[config.mk]
export PLATFORM = sky130hd
export DESIGN_NAME = i2c_slave_write_byte
export DESIGN_NICKNAME = d
export VERILOG_FILES = /design/src/rtl/i2c_pkg.sv /design/src/rtl/i2c_sync_edge.sv /design/src/rtl/i2c_slave_write_byte.sv
export SDC_FILE = /design/constraint.sdc
export NUM_CORES = 1
export LEC_CHECK = 0
export ABC_AREA = 1
export CAP_MARGIN = 30
export CORE_ASPECT_RATIO = 0.8
export CORE_MARGIN = 1.5
export CORE_UTILIZATION = 55
export DETAILED_ROUTE_END_ITERATION = 10
export GPL_ROUTABILITY_DRIVEN = 1
export GPL_TIMING_DRIVEN = 0
export PLACE_DENSITY = 0.8
export SLEW_MARGIN = 5
export SYNTH_ARGS = -nofsm -noshare
export SYNTH_HDL_FRONTEND = slang
export SYNTH_SLANG_ARGS = --single-unit
[constraint.sdc]
create_clock -name clock -period 1.75 [get_ports clock]
set_input_delay 0.2625 -clock clock [delete_from_list [all_inputs] [get_ports clock]]
set_output_delay 0.2625 -clock clock [all_outputs]
set_load 0.01 [all_outputs]
[src/rtl/i2c_pkg.sv]
// ---------------------------------------------------------------------------
// i2c_pkg
// Shared definitions for the I2C slave byte engines (write and read flavours).
// Contents:
//   i2c_state_e      - FSM state encodings of the byte engines
//   I2C_ACK/I2C_NACK - values reported on the ack output
//   HOLD_CYCLES_MAX  - largest supported SDA hold time in clocks
//   HOLD_CNT_W       - width of the hold counter
//   ack_from_sda()   - decode a sampled ACK-slot SDA level
// ---------------------------------------------------------------------------
package i2c_pkg;

   typedef enum logic [3:0] {
      ST_IDLE      = 4'd0,
      ST_WAIT_LOW  = 4'd1,
      ST_HOLD      = 4'd2,
      ST_WAIT_RISE = 4'd3,
      ST_WAIT_FALL = 4'd4,
      ST_ACK_HOLD  = 4'd5,
      ST_ACK_RISE  = 4'd6,
      ST_ACK_FALL  = 4'd7,
      ST_DONE      = 4'd8
   } i2c_state_e;

   localparam logic I2C_ACK  = 1'b1;
   localparam logic I2C_NACK = 1'b0;

   localparam int unsigned HOLD_CYCLES_MAX = 15;
   localparam int unsigned HOLD_CNT_W      = 4;

   // A master acknowledges by pulling SDA low during the ninth clock.
   function automatic logic ack_from_sda(input logic sda_level);
      return sda_level ? I2C_NACK : I2C_ACK;
   endfunction

endpackage

[src/rtl/i2c_sync_edge.sv]
// ---------------------------------------------------------------------------
// i2c_sync_edge
// Two-flop synchronizer for a raw bus line followed by an edge detector.
// Ports:
//   clock - system clock, rising edge
//   reset - synchronous, active-high; flops go to 1 (released bus)
//   in    - raw asynchronous bus level
//   level - synchronized level, registered in step with rise/fall
//   rise  - one-cycle pulse on a 0->1 change of the synchronized level
//   fall  - one-cycle pulse on a 1->0 change of the synchronized level
// ---------------------------------------------------------------------------
module i2c_sync_edge (
   input  logic clock,
   input  logic reset,
   input  logic in,
   output logic level,
   output logic rise,
   output logic fall
);

   logic meta_q,  meta_d;
   logic sync_q,  sync_d;
   logic level_q, level_d;
   logic rise_q,  rise_d;
   logic fall_q,  fall_d;

   // level_q is the previous synchronized value; it is updated on the same
   // edge as rise_q/fall_q so the three outputs always describe one instant.
   always_comb begin
      meta_d  = in;
      sync_d  = meta_q;
      level_d = sync_q;
      rise_d  = sync_q & ~level_q;
      fall_d  = ~sync_q & level_q;
   end

   always_ff @(posedge clock) begin
      if (reset) begin
         meta_q  <= 1'b1;
         sync_q  <= 1'b1;
         level_q <= 1'b1;
         rise_q  <= 1'b0;
         fall_q  <= 1'b0;
      end else begin
         meta_q  <= meta_d;
         sync_q  <= sync_d;
         level_q <= level_d;
         rise_q  <= rise_d;
         fall_q  <= fall_d;
      end
   end

   assign level = level_q;
   assign rise  = rise_q;
   assign fall  = fall_q;

endmodule

[src/rtl/i2c_slave_write_byte.sv]
// ---------------------------------------------------------------------------
// i2c_slave_write_byte
// Slave-side transmitter of one byte on I2C (the master reads): shifts the
// byte out MSB first on open-drain SDA, then samples the master's ACK.
// Parameters:
//   HOLD_CYCLES   - clocks from a detected SCL fall to the SDA update (1..15)
// Ports:
//   clock         - system clock, rising edge
//   reset         - synchronous, active-high
//   go            - start request, honoured only when idle
//   data[7:0]     - byte to send, captured with an accepted go
//   abort         - bus START/STOP seen upstream; drop the transfer
//   scl, sda      - raw bus levels
//   sda_drive_low - 1 pulls SDA low, 0 releases it
//   finish        - one-cycle pulse after the ACK slot completes
//   ack           - 1 when the master acknowledged; held until the next go
//   busy          - high whenever the engine is not idle
// ---------------------------------------------------------------------------
module i2c_slave_write_byte
   import i2c_pkg::*;
#(
   parameter int unsigned HOLD_CYCLES = 2
) (
   input  logic       clock,
   input  logic       reset,
   input  logic       go,
   input  logic [7:0] data,
   input  logic       abort,
   input  logic       scl,
   input  logic       sda,
   output logic       sda_drive_low,
   output logic       finish,
   output logic       ack,
   output logic       busy
);

   // Out-of-range values are clamped so the hold counter can never wrap.
   localparam int unsigned HOLD_CLAMP =
      (HOLD_CYCLES < 1) ? 1 :
      (HOLD_CYCLES > HOLD_CYCLES_MAX) ? HOLD_CYCLES_MAX : HOLD_CYCLES;
   localparam logic [HOLD_CNT_W-1:0] HOLD_LAST = HOLD_CNT_W'(HOLD_CLAMP - 1);

   i2c_state_e            state_q,    state_d;
   logic [7:0]            shift_q,    shift_d;
   logic [2:0]            bit_cnt_q,  bit_cnt_d;
   logic [HOLD_CNT_W-1:0] hold_cnt_q, hold_cnt_d;
   logic                  sda_q,      sda_d;
   logic                  ack_q,      ack_d;

   logic scl_level, scl_rise, scl_fall;
   logic sda_level, sda_rise_unused, sda_fall_unused;

   i2c_sync_edge u_scl_sync (
      .clock (clock),
      .reset (reset),
      .in    (scl),
      .level (scl_level),
      .rise  (scl_rise),
      .fall  (scl_fall)
   );

   i2c_sync_edge u_sda_sync (
      .clock (clock),
      .reset (reset),
      .in    (sda),
      .level (sda_level),
      .rise  (sda_rise_unused),
      .fall  (sda_fall_unused)
   );

   always_comb begin
      state_d    = state_q;
      shift_d    = shift_q;
      bit_cnt_d  = bit_cnt_q;
      hold_cnt_d = hold_cnt_q;
      sda_d      = sda_q;
      ack_d      = ack_q;

      if (abort && (state_q != ST_IDLE)) begin
         state_d    = ST_IDLE;
         sda_d      = 1'b0;
         hold_cnt_d = '0;
      end else begin
         unique case (state_q)
            ST_IDLE: begin
               if (go && !abort) begin
                  shift_d   = data;
                  bit_cnt_d = 3'd7;
                  ack_d     = 1'b0;
                  state_d   = ST_WAIT_LOW;
               end
            end
            // level drops in the same cycle the fall pulse appears, so this
            // covers both an already-low SCL and a pending falling edge.
            ST_WAIT_LOW: begin
               if (!scl_level) begin
                  hold_cnt_d = '0;
                  state_d    = ST_HOLD;
               end
            end
            // sda_q keeps the previous bit until the hold time has elapsed.
            ST_HOLD: begin
               if (hold_cnt_q == HOLD_LAST) begin
                  sda_d   = ~shift_q[7];
                  state_d = ST_WAIT_RISE;
               end else begin
                  hold_cnt_d = hold_cnt_q + 1'b1;
               end
            end
            ST_WAIT_RISE: begin
               if (scl_rise) begin
                  state_d = ST_WAIT_FALL;
               end
            end
            ST_WAIT_FALL: begin
               if (scl_fall) begin
                  hold_cnt_d = '0;
                  if (bit_cnt_q == 3'd0) begin
                     state_d = ST_ACK_HOLD;
                  end else begin
                     shift_d   = {shift_q[6:0], 1'b0};
                     bit_cnt_d = bit_cnt_q - 3'd1;
                     state_d   = ST_HOLD;
                  end
               end
            end
            ST_ACK_HOLD: begin
               if (hold_cnt_q == HOLD_LAST) begin
                  sda_d   = 1'b0;
                  state_d = ST_ACK_RISE;
               end else begin
                  hold_cnt_d = hold_cnt_q + 1'b1;
               end
            end
            ST_ACK_RISE: begin
               if (scl_rise) begin
                  ack_d   = ack_from_sda(sda_level);
                  state_d = ST_ACK_FALL;
               end
            end
            ST_ACK_FALL: begin
               if (scl_fall) begin
                  state_d = ST_DONE;
               end
            end
            ST_DONE: begin
               sda_d   = 1'b0;
               state_d = ST_IDLE;
            end
            default: begin
               sda_d   = 1'b0;
               state_d = ST_IDLE;
            end
         endcase
      end
   end

   always_ff @(posedge clock) begin
      if (reset) begin
         state_q    <= ST_IDLE;
         shift_q    <= '0;
         bit_cnt_q  <= '0;
         hold_cnt_q <= '0;
         sda_q      <= 1'b0;
         ack_q      <= 1'b0;
      end else begin
         state_q    <= state_d;
         shift_q    <= shift_d;
         bit_cnt_q  <= bit_cnt_d;
         hold_cnt_q <= hold_cnt_d;
         sda_q      <= sda_d;
         ack_q      <= ack_d;
      end
   end

   assign sda_drive_low = sda_q;
   assign finish        = (state_q == ST_DONE);
   assign ack           = ack_q;
   assign busy          = (state_q != ST_IDLE);

endmodule
# Yosys cells after proc, flatten, opt, wreduce, memory -nomap -nowiden
# Index checks and enable logic that the tools add are counted.
# totals
register_bits,29
input_bits,14
out_inout_bits,4
# classes
add_sub_neg,2
eq_ne,19
n_mux,29
n_bitwise,7
n_reduce_logical,17
# op_table
cell,count
2-to-1 mux 4 bit,11
one-hot mux 4 bit (8 select lines),1
2-to-1 mux 8 bit,3
"equality test 4 x 3 -> 1 bit, second input constant",4
one-hot mux 8 bit (2 select lines),1
2-to-1 mux 3 bit,4
"inequality test 2 bit, second input constant",6
one-hot mux 4 bit (3 select lines),1
"equality test 4 x 1 -> 1 bit, second input constant",2
"equality test 4 x 2 -> 1 bit, second input constant",2
"inequality test 2 x 1 -> 1 bit, second input constant",4
AND reduction 4 bit,2
AND reduction 8 bit,1
one-hot mux 3 bit (2 select lines),1
OR reduction 6 bit,1
2-to-1 mux 1 bit,5
inverter 1 bit,5
AND reduction 5 bit,1
"adder 4 x 1 -> 4 bit, second input constant",1
"equality test 4 bit, second input constant",1
zero test 4 bit,1
nonzero test 2 bit,2
nonzero test 4 bit,1
OR reduction 2 bit,2
9 further kinds,11

# Logic depth before layout (Yosys ltp)
# Gate-level depths: netlist of the first run.
# depth
depth_word,4
ltp_mapped,11

# Cells and area by module
# From an unflattened synthesis of the first run, not the netlist that was laid out.
# unflattened
cells_unflattened,254
area_unflattened_um2,1650.3
# modules_own_cells
mod,instances,cells_each,area_per_inst_um2,seq_area_each_um2
i2c_slave_write_byte,1,226,1372.6,420.4
i2c_sync_edge,2,14,138.9,100.1

# Worst setup path before layout of the first run
# Ideal clock, no wire load.
# synth_timing
path_type,register -> register
startpoint,register state_q[1]
endpoint,register shift_q[7]
setup_ns,0.112
t_arrival_ns,1.309
t_required_ns,1.638
path_slack_ns,0.329
stages_incl_launch_ff,10
n_path_buf,1
cell_sequence,dfxtp_1 -> nor2_8 -> nand2_4 -> nand2_2 -> nand3_2 -> nor2_4 -> buf_6 -> nand2_1 -> nand2_1 -> nor2_1
# synth_via
elab_chain_len,4
elab_cells_between_ends,11
# synth_lines
item,line_no,text
start: declaration,i2c_slave_write_byte.sv:43,"i2c_state_e state_q, state_d;"
start signal: assignment,i2c_slave_write_byte.sv:167,state_q <= state_d;
nonzero test 4 bit,n/a,
via busy,i2c_slave_write_byte.sv:34,output logic busy
logical AND 1 bit,i2c_slave_write_byte.sv:79,if (abort && (state_q != ST_IDLE)) begin
inverter 1 bit (no source line),n/a,
AND reduction 5 bit (no source line),n/a,
end signal: assignment,i2c_slave_write_byte.sv:168,shift_q <= shift_d;
end: declaration,i2c_slave_write_byte.sv:44,"logic [7:0] shift_q, shift_d;"
# The timed path passes the listed nets, and every way through them passes these cells.
# A chain may end at the register's enable or synchronous reset.

# Worst setup path after layout of the first run
# layout_timing
startpoint,register state_q[0]
endpoint,output busy
# layout_via
elab_chain_len,1
# layout_lines
item,line_no,text
nonzero test 4 bit,i2c_slave_write_byte.sv:179,assign busy = (state_q != ST_IDLE);
end: declaration,i2c_slave_write_byte.sv:34,
# No other way between the ends.

==> impl_metrics.toml, run 1 <==
[status]
outcome = "completed"

[synthesis]
yosysTopAreaCell = "dfxtp_1"
synth_top_area_share_pct = 35.18
seq_area_frac_synth_pct = 35.18
synth-seq-cells = 29
synthAdderAreaFrac_pct = 3.033
synthMuxAreaShare_pct = 0
syn_nets = 263
syn-cell-area_sq_um = 1650
synthCells = 245
synth_top_family_by_area = "simple AND/OR/NAND/NOR gates"
postSynthAreaPerCell_sq_um = 6.736
synthTopCellsByArea = "dfxtp_1 35%, nand2_1 18%, nor2_1 7.3%"
synth_xor_xnor_area_share_pct = 1.061
yosysWarningCount = 0
ys_types = 27
synthSimpleGateAreaFrac_pct = 47.84
synth_compound_area_share_pct = 5.610

[sta]
setup_viol = 0
slew_headroom_pct = 71.29
fmax_mhz = 585.4
drv_slew = 0
finalCritPeriodShare_pct = 97.62
hold_violations = 0
tightestPinTransition_ns = 0.4306
clock_skew_ns = 0.006262
fin_crit_ns = 1.708

[floorplan]
core_sq_um = 2808
fp-row-count = 17
die-height_microns = 52.00
fp.dieW_microns = 64.25
die-area_sq_um = 3340
io_pins = 18
start_util_pct = 58.78

[detailed_routing]
via_per_inst = 4.801
via_count = 1517
firstDrtPassIters = 4
wirelength_mm = 3.436
ant_nets = 0
drt-initial-drc-count = 110
drcViolationCount = 0
wire_per_inst_microns = 10.87

[final_layout]
layout.nets = 295
mostFrequentLayoutCell = "nand2_1"
drive_gt1_share_pct = 20.50
diodes = 0
syn2layout_area_growth_pct = 23.50
final_area_sq_um = 2038
mostFrequentLayoutCells = "80 x nand2_1, 32 x nor2_1, 25 x dfxtp_1"

[critical_path]
cp.arrival_ns = 1.45
max_stage_delay_ns = 0.54
slowest_stage = "clkdlybuf4s50_1"
crit_fanout = 6
worst-setup-path-type = "flop to primary output"
path_cells = "nor2_8, nand2_4, clkdlybuf4s50_1"
cp.required_ns = 1.49
cp-end-kind = "primary output"
start_kind = "flop"

[place]
dp_hpwl_mm = 2.300
io_buffers = 17
placed_area_sq_um = 1868
gp_congestion = 0.8319

[clocking]
cts_tree = "built"
clk_pin_slew_ns = 0.06
numCtsBuffers = 5
clk_latency_ns = 0.29
cts_max_level = 2
root_buffer = "clkbuf_8"
postCtsHoldBufs = 0
clock_path_buffers = 2
cts_sinks = 29

[grt]
overflow = 0
grt_usage_pct = 23.07
antenna_found_initial = 0
grt_max_degree = 11
grt_pass1_vias = 1396
grt_first_pass_wirelength_mm = 5.844

[flow_run]
drv_cap = 0

[power_and_ir_drop]
leakage_nw = 0.9977
peakVddDrop_v = 0.001048
power_mw = 3.986
power.density_nw_per_um2 = 1956

[worst_hold_path]
hp-class = "flop to flop"
==> per-stage QoR <==
stage / instances / worst slack [ns] / setup TNS [ns] / hold slack, ns / util (%)
floorplan: 245 / 0.3291 / 0 / 0.3393 / -
global placement: 300 / 0.004854 / 0 / 0.3929 / 66.53
detailed placement: 300 / -0.02664 / -0.02664 / 0.3983 / 66.53
CTS: 310 / 0.02914 / 0 / 0.4120 / 70.23
global route: 316 / -0.03420 / -0.03420 / 0.4307 / 72.59
finish: 316 / 0.04162 / 0 / 0.4137 / 72.59
==> power breakdown <==
group / total [mW] / internal (mW) / switching [mW]
Combinational: 2.42 / 1.05 / 1.38
Sequential: 1.03 / 0.848 / 0.180
Clock: 0.536 / 0.275 / 0.262
Total: 3.99 / 2.17 / 1.82
==> per-layer routing <==
layer / up-vias / routed length (microns) / track usage [%]
li1: 822 / - / -
met1: 661 / 1717 / 28.76
met2: 28 / 1494 / 36.81
met3: 6 / 170 / 8.442
met4: 0 / 54 / 8.511
met5: - / 0 / 0
==> worst max-delay path: cells and delay by family (launching register included) <==
kind,cells,cell delay [ns]
buffers and inverters,1,0.54
AND/OR/NAND/NOR,2,0.16
flip-flops,1,0.45
==> layout make-up <==
class / count / area (sq um)
multi-input combinational: 186 / 949.7
timing repair buffer: 25 / 246.5
sequential: 29 / 588.1
inverter: 28 / 105.1
buffer: 2 / 18.77
fill: 244 / 769.5
clock buffer: 6 / 72.57
tap: 38 / 47.55
clock inverter: 2 / 10.01
==> cells in the mapped netlist (all sizes together) <==
library cell / count
a21oi: 9
a31o: 1
a22oi: 1
nor3: 2
xor2: 1
o21bai: 1
o21ai: 4
or2: 5
xnor2: 1
nand4: 2
nand3: 18
nand3b: 1
inv: 28
ha: 4
clkbuf: 1
dfxtp: 29
buf: 1
nand2: 87
nor2: 49
==> kinds of logic (layout without fill, tap and decap cells) <==
kind of cell / after synthesis / count (layout)
flip-flops: 29 / 29
XOR/XNOR: 2 / 2
buffers and inverters: 30 / 63
AND/OR/NAND/NOR: 164 / 164
adder cells (fa/ha/maj): 4 / 4
AO/OA/AOI/OAI: 16 / 16
==> state kept, by name, indices dropped and copies added (netlist names), 3 cells and up <==
signal      count
bit_cnt_q       3
hold_cnt_q      4
shift_q         8
state_q         4
==> final timing paths <==
kind,startpoint,depth (start not counted),slack [ns],end
min reg2reg,u_scl_sync.level_d,1,0.41,u_scl_sync.fall
max reg2reg,state_q[0],9,0.09,shift_q[7]
max,state_q[0],3,0.04,busy
min,u_scl_sync.level_d,1,0.41,u_scl_sync.fall
==> repair_timing <==
item,in CTS,in global routing
setup buffers,2,5
pin swaps,1,2
resized for setup,6,1
endpoints found under the hold margin,0,0
gates cloned,0,1
endpoints found under the setup margin,2,2
No activity file was read; power rests on OpenSTA's default activity.
==> inputs of run 2 (changes only) <==
--- a/config.mk
+++ b/config.mk
@@ -6,14 +6,12 @@
 export NUM_CORES = 1
 export LEC_CHECK = 0
 export ABC_AREA = 1
-export CAP_MARGIN = 30
 export CORE_ASPECT_RATIO = 0.8
-export CORE_MARGIN = 1.5
-export CORE_UTILIZATION = 55
+export CORE_UTILIZATION = 45
 export DETAILED_ROUTE_END_ITERATION = 10
 export GPL_ROUTABILITY_DRIVEN = 1
 export GPL_TIMING_DRIVEN = 0
-export PLACE_DENSITY = 0.8
+export PLACE_DENSITY = 0.68
 export SLEW_MARGIN = 5
 export SYNTH_ARGS = -nofsm -noshare
 export SYNTH_HDL_FRONTEND = slang
==> impl_metrics.toml, run 2 (same netlist as run 1, synthesis figures left out) <==
[status]
outcome = "completed"

[detailed_routing]
wirelength_mm = 3.277
wire_per_inst_microns = 10.40
firstDrtPassIters = 4
via_count = 1482
drt-initial-drc-count = 86
via_per_inst = 4.705
ant_nets = 0
drcViolationCount = 0

[sta]
rsz0062_at_grt = "false"
fmax_mhz = 589.7
clock_skew_ns = 0.005873
hold_violations = 0
finalCritPeriodShare_pct = 96.91
slew_headroom_pct = 68.30
setup_viol = 0
layout_setup_ws_ns = 0.05408
fin_crit_ns = 1.696
tightestPinTransition_ns = 0.4755
drv_slew = 0

[place]
dp_hpwl_mm = 2.395
pre_cts_ws_ns = -0.06134
io_buffers = 17
gp_congestion = 0.8705
dp.cells = 304
placed_area_sq_um = 1873

[floorplan]
core_sq_um = 3471
die-height_microns = 56.17
die-area_sq_um = 3915
start_util_pct = 47.55
fp-row-count = 19
fp.dieW_microns = 69.71
io_pins = 18

[final_layout]
diodes = 0
finalNonFillerCells = 315
final_util_pct = 57.28
top_register = "shift_q"
syn2layout_area_growth_pct = 20.47
final_area_sq_um = 1988
fill_cells = 346
mostFrequentLayoutCell = "nand2_1"
top_regs = "shift_q: 8 flops, hold_cnt_q: 4 flops, state_q: 4 flops"
layout.nets = 290
mostFrequentLayoutCells = "80 x nand2_1, 32 x nor2_1, 25 x dfxtp_1"
drive_gt1_share_pct = 19.41
largest_reg_flops = 8

[clocking]
cts_max_level = 2
postCtsHoldBufs = 0
cts_tree = "built"
numCtsBuffers = 5
root_buffer = "clkbuf_8"
clock_path_buffers = 2
clk_pin_slew_ns = 0.07
cts_sinks = 29
clk_latency_ns = 0.29

[grt]
met2_usage_pct = 27.05
overflow = 0
antenna_found_initial = 0
grt_usage_pct = 18.74
grt_util_met1_pct = 25.34
grt_pass1_vias = 1332
grt-busiest-layer = "met2"
met3_usage_pct = 6.703
grt_first_pass_wirelength_mm = 5.768
grt_max_degree = 11

[critical_path]
reg2reg_from = "state_q[0]"
path_cells = "nor2_8, nand2_4, clkdlybuf4s50_1"
crit_start = "state_q[0]"
cp.arrival_ns = 1.43
critPathTopFamily = "buffers and inverters"
cp-end-kind = "primary output"
worst-setup-path-type = "flop to primary output"
crit_fanout = 6
slowest_stage = "clkdlybuf4s50_1"
max_stage_delay_ns = 0.54
start_kind = "flop"
cp_num_buf_inv = 1
cp.required_ns = 1.49

[power_and_ir_drop]
p_sw_share_pct = 47.25
peakVddDrop_v = 0.0007246
seqPwrFrac_pct = 27.4
power_switching_mw = 1.750
power_mw = 3.704
internal_power_mw = 1.954
power.density_nw_per_um2 = 1863
p_comb_share_pct = 57.9
pwr-share-clk_pct = 14.7
leakage_nw = 0.9637

[worst_hold_path]
min_from = "u_sda_sync.meta_q"
hp-class = "flop to flop"

[flow_run]
drv_cap = 0
run 2: cell types whose count changed in the layout (fill, tap and decap cells not counted), sizes merged:
cell and delta:
buf -4, clkinvlp +1, clkbuf -2
run 2: final cells by class:
class | instances | area [sq um] | area share (%)
sequential | 29 | 588.1 | 29.58
buffer | 2 | 15.01 | 0.7552
clock buffer | 5 | 68.82 | 3.461
tap | 42 | 52.55 | 2.643
multi-input combinational | 186 | 949.7 | 47.77
timing repair buffer | 20 | 191.4 | 9.629
inverter | 28 | 105.1 | 5.286
clock inverter | 3 | 17.52 | 0.8811
run 2: repair_timing:
action	CTS	global route
buffers inserted	2	1
endpoints found under the setup margin	2	1
gates resized for setup	6	0
pin swaps	1	1
hold endpoints to repair	0	0
run 2: worst register-to-register path, cell delays in order (launching register included):
cell	delay, ns
dfxtp_2	0.44
nor2_8	0.08
buf_4	0.15
nand3_1	0.16
nand3_2	0.12
nor2_4	0.22
buf_6	0.21
nand2_1	0.06
nand2_1	0.05
nor2_1	0.04
run 2: worst paths after layout:
kind / endpoint / slack [ns] / cells past startpoint
hold / removal: u_sda_sync.level_d / 0.41 / 1
setup / recovery: busy / 0.05 / 3
setup reg to reg: shift_q[7] / 0.11 / 9
hold reg to reg: u_sda_sync.level_d / 0.41 / 1
run 2: metal layers:
metal | vias up | wire [microns]
li1 | 814 | -
met1 | 637 | 1743
met2 | 25 | 1366
met3 | 6 | 120
met4 | 0 | 47
met5 | - | 0
run 2: power by group through the flow:
stage                     combinational [mW]  clock (mW)  sequential, mW
after global routing                    2.43       0.590            1.04
after floorplan                         1.67           0            1.00
after global placement                  2.06           0            1.02
after detailed placement                2.08           0            1.03
after CTS                               2.14       0.560            1.02
final                                   2.14       0.544            1.02
run 2: through the flow:
step | setup TNS (ns) | hold WS, ns
2_1_floorplan | 0 | 0.3393
3_3_place_gp | -0.03727 | 0.3965
3_5_place_dp | -0.06134 | 0.3968
4_1_cts | 0 | 0.4130
5_1_grt | 0 | 0.4307
6_report | 0 | 0.4111
==> inputs of run 3 (changes only) <==
--- a/config.mk
+++ b/config.mk
@@ -7,6 +7,7 @@
 export LEC_CHECK = 0
 export ABC_AREA = 1
 export CORE_ASPECT_RATIO = 0.8
+export CORE_MARGIN = 2
 export CORE_UTILIZATION = 45
 export DETAILED_ROUTE_END_ITERATION = 10
 export GPL_ROUTABILITY_DRIVEN = 1
==> constraint.sdc (replaced) <==
create_clock -name clock -period 2 [get_ports clock]
set_input_delay 0.3 -clock clock [delete_from_list [all_inputs] [get_ports clock]]
set_output_delay 0.3 -clock clock [all_outputs]
set_load 0.05 [all_outputs]
==> impl_metrics.toml, run 3 (same netlist as run 1, synthesis figures left out) <==
[critical_path]
cp_num_buf_inv = 1
slowest_stage = "dlygate4sd2_1"
max_stage_delay_ns = 0.53
reg2reg_from = "state_q[1]"
cp.arrival_ns = 1.55
path_cells = "nor2_8, nand2_4, dlygate4sd2_1"
reg2reg_depth = 9
crit_fanout = 8
cp.required_ns = 1.70
reg2reg_to = "shift_q[7]"
start_kind = "flop"
r2r_slack_ns = 0.36
cp-end-kind = "primary output"
worst-setup-path-type = "flop to primary output"
critPathTopFamily = "buffers and inverters"

[sta]
fin_crit_ns = 1.852
tightestPinTransition_ns = 0.4885
hold_violations = 0
fmax_mhz = 540.0
finalSetupTns_ns = 0
layout_setup_ws_ns = 0.1482
rsz0062_at_grt = "false"
finalCritPeriodShare_pct = 92.59
clock_skew_ns = 0.007985
setup_viol = 0
slew_headroom_pct = 67.33
drv_slew = 0

[floorplan]
fp.dieW_microns = 71.71
die-height_microns = 58.17
start_util_pct = 47.55
fp-row-count = 19
core_sq_um = 3471
die-area_sq_um = 4171
io_pins = 18

[worst_hold_path]
holdPathStages = 1
hp-class = "flop to flop"
whs_endpoint = "u_scl_sync.level_d"
min_from = "u_scl_sync.meta_q"

[clocking]
clk_latency_ns = 0.28
clk_pin_slew_ns = 0.06
cts_tree = "built"
numCtsBuffers = 5
cts_max_level = 2
cts_sinks = 29
root_buffer = "clkbuf_8"
clock_path_buffers = 2

[power_and_ir_drop]
seqPwrFrac_pct = 26.0
pwr-share-clk_pct = 18.5
p_sw_share_pct = 46.93
internal_power_mw = 1.813
leakage_nw = 0.9624
power.density_nw_per_um2 = 1718
peakVddDrop_v = 0.0006977
power_switching_mw = 1.603
p_comb_share_pct = 55.5

[place]
dp_hpwl_mm = 2.386
io_buffers = 17
pre_cts_ws_ns = 0.07060
gp_congestion = 0.8446

[detailed_routing]
drt-initial-drc-count = 50
drcViolationCount = 0
via_count = 1432
via_per_inst = 4.590
wire_per_inst_microns = 10.44
firstDrtPassIters = 4
wirelength_mm = 3.256
ant_nets = 0

[final_layout]
layout.nets = 287
mostFrequentLayoutCell = "nand2_1"
largest_reg_flops = 8
register_area_sq_um = 580.6
syn2layout_area_growth_pct = 20.47
top_register = "shift_q"
drive_gt1_share_pct = 17.41
top_regs = "shift_q: 8 flops, hold_cnt_q: 4 flops, state_q: 4 flops"
multi_input_area_sq_um = 954.7
fill_cells = 328
diodes = 0
mostFrequentLayoutCells = "80 x nand2_1, 32 x nor2_1, 29 x dfxtp_1"

[flow_run]
drv_cap = 0

[grt]
overflow = 0
antenna_found_initial = 0
grt_usage_pct = 18.04
grt_first_pass_wirelength_mm = 5.713
grt_pass1_vias = 1250
grt_max_degree = 11

[status]
outcome = "completed"
[run 3: changes by cell type in the layout (fill, tap and decap cells not counted), moves of 2 or more]
cell / previous run / this run
clkinv_2: 2 / 0
buf_4: 3 / 0
dfxtp_1: 25 / 29
dfxtp_2: 3 / 0
[run 3: through the flow]
stage          instance area [sq um]  total power, mW  hold WS, ns  cells  util, %
2_1_floorplan                   1655            2.429       0.3768    245        -
3_3_place_gp                    1878            2.789       0.3930    304    54.11
3_5_place_dp                    1878            2.809       0.3928    304    54.11
4_1_cts                         1992            3.439       0.4078    312    57.39
5_1_grt                         1988            3.742       0.4185    312    57.28
6_report                        1988            3.416       0.4066    312    57.28
[run 3: timing repair]
| action | 4_1_cts | 5_1_grt |
|---|---|---|
| gates resized for setup | 2 | 2 |
| gates cloned | 0 | 0 |
| setup endpoints to repair | 2 | 1 |
| buffers inserted | 0 | 0 |
| hold buffers | 0 | 0 |
[run 3: cell type report]
type,count,area share (%)
Timing Repair Buffer,17,8.244
Clock buffer,7,4.342
Tap cell,42,2.643
Clock inverter,1,1.510
Multi-Input combinational cell,186,48.02
Sequential cell,29,29.20
Buffer,2,0.7552
Inverter,28,5.286
[run 3: metal layers]
layer | up-vias | GRT usage, % | routed length [microns]
met5 | - | 0 | 0
li1 | 808 | - | -
met1 | 597 | 25.27 | 1771
met2 | 22 | 25.26 | 1275
met4 | 0 | 6.469 | 53
met3 | 5 | 6.783 | 156
[run 3: worst reg2reg max path, cell delays in order, from the launching register on]
cell	delay, ns
dfxtp_1	0.40
nor2_8	0.23
nand2_4	0.10
nand2_2	0.10
nand3_2	0.09
nor2_4	0.24
buf_6	0.22
nand2_1	0.07
nand2_1	0.06
nor2_1	0.05
[run 3: worst max path at each step]
| stage | start | end | slack [ns] | cells after the start |
|---|---|---|---|---|
| final | state_q[1] | busy | 0.15 | 3 |
| after global routing | state_q[1] | busy | 0.09 | 3 |
| after CTS | state_q[3] | finish | 0.05 | 3 |
| after detailed placement | state_q[3] | finish | 0.07 | 3 |
| after global placement | state_q[3] | finish | 0.08 | 3 |
| after floorplan | state_q[3] | finish | 0.40 | 2 |
[run 3: power groups by stage]
stage	registers [mW]	logic, mW	clock network (mW)
floorplan	0.906	1.52	0
global placement	0.897	1.89	0
detailed placement	0.903	1.91	0
CTS	0.890	1.90	0.650
global route	0.906	2.16	0.676
finish	0.887	1.90	0.632
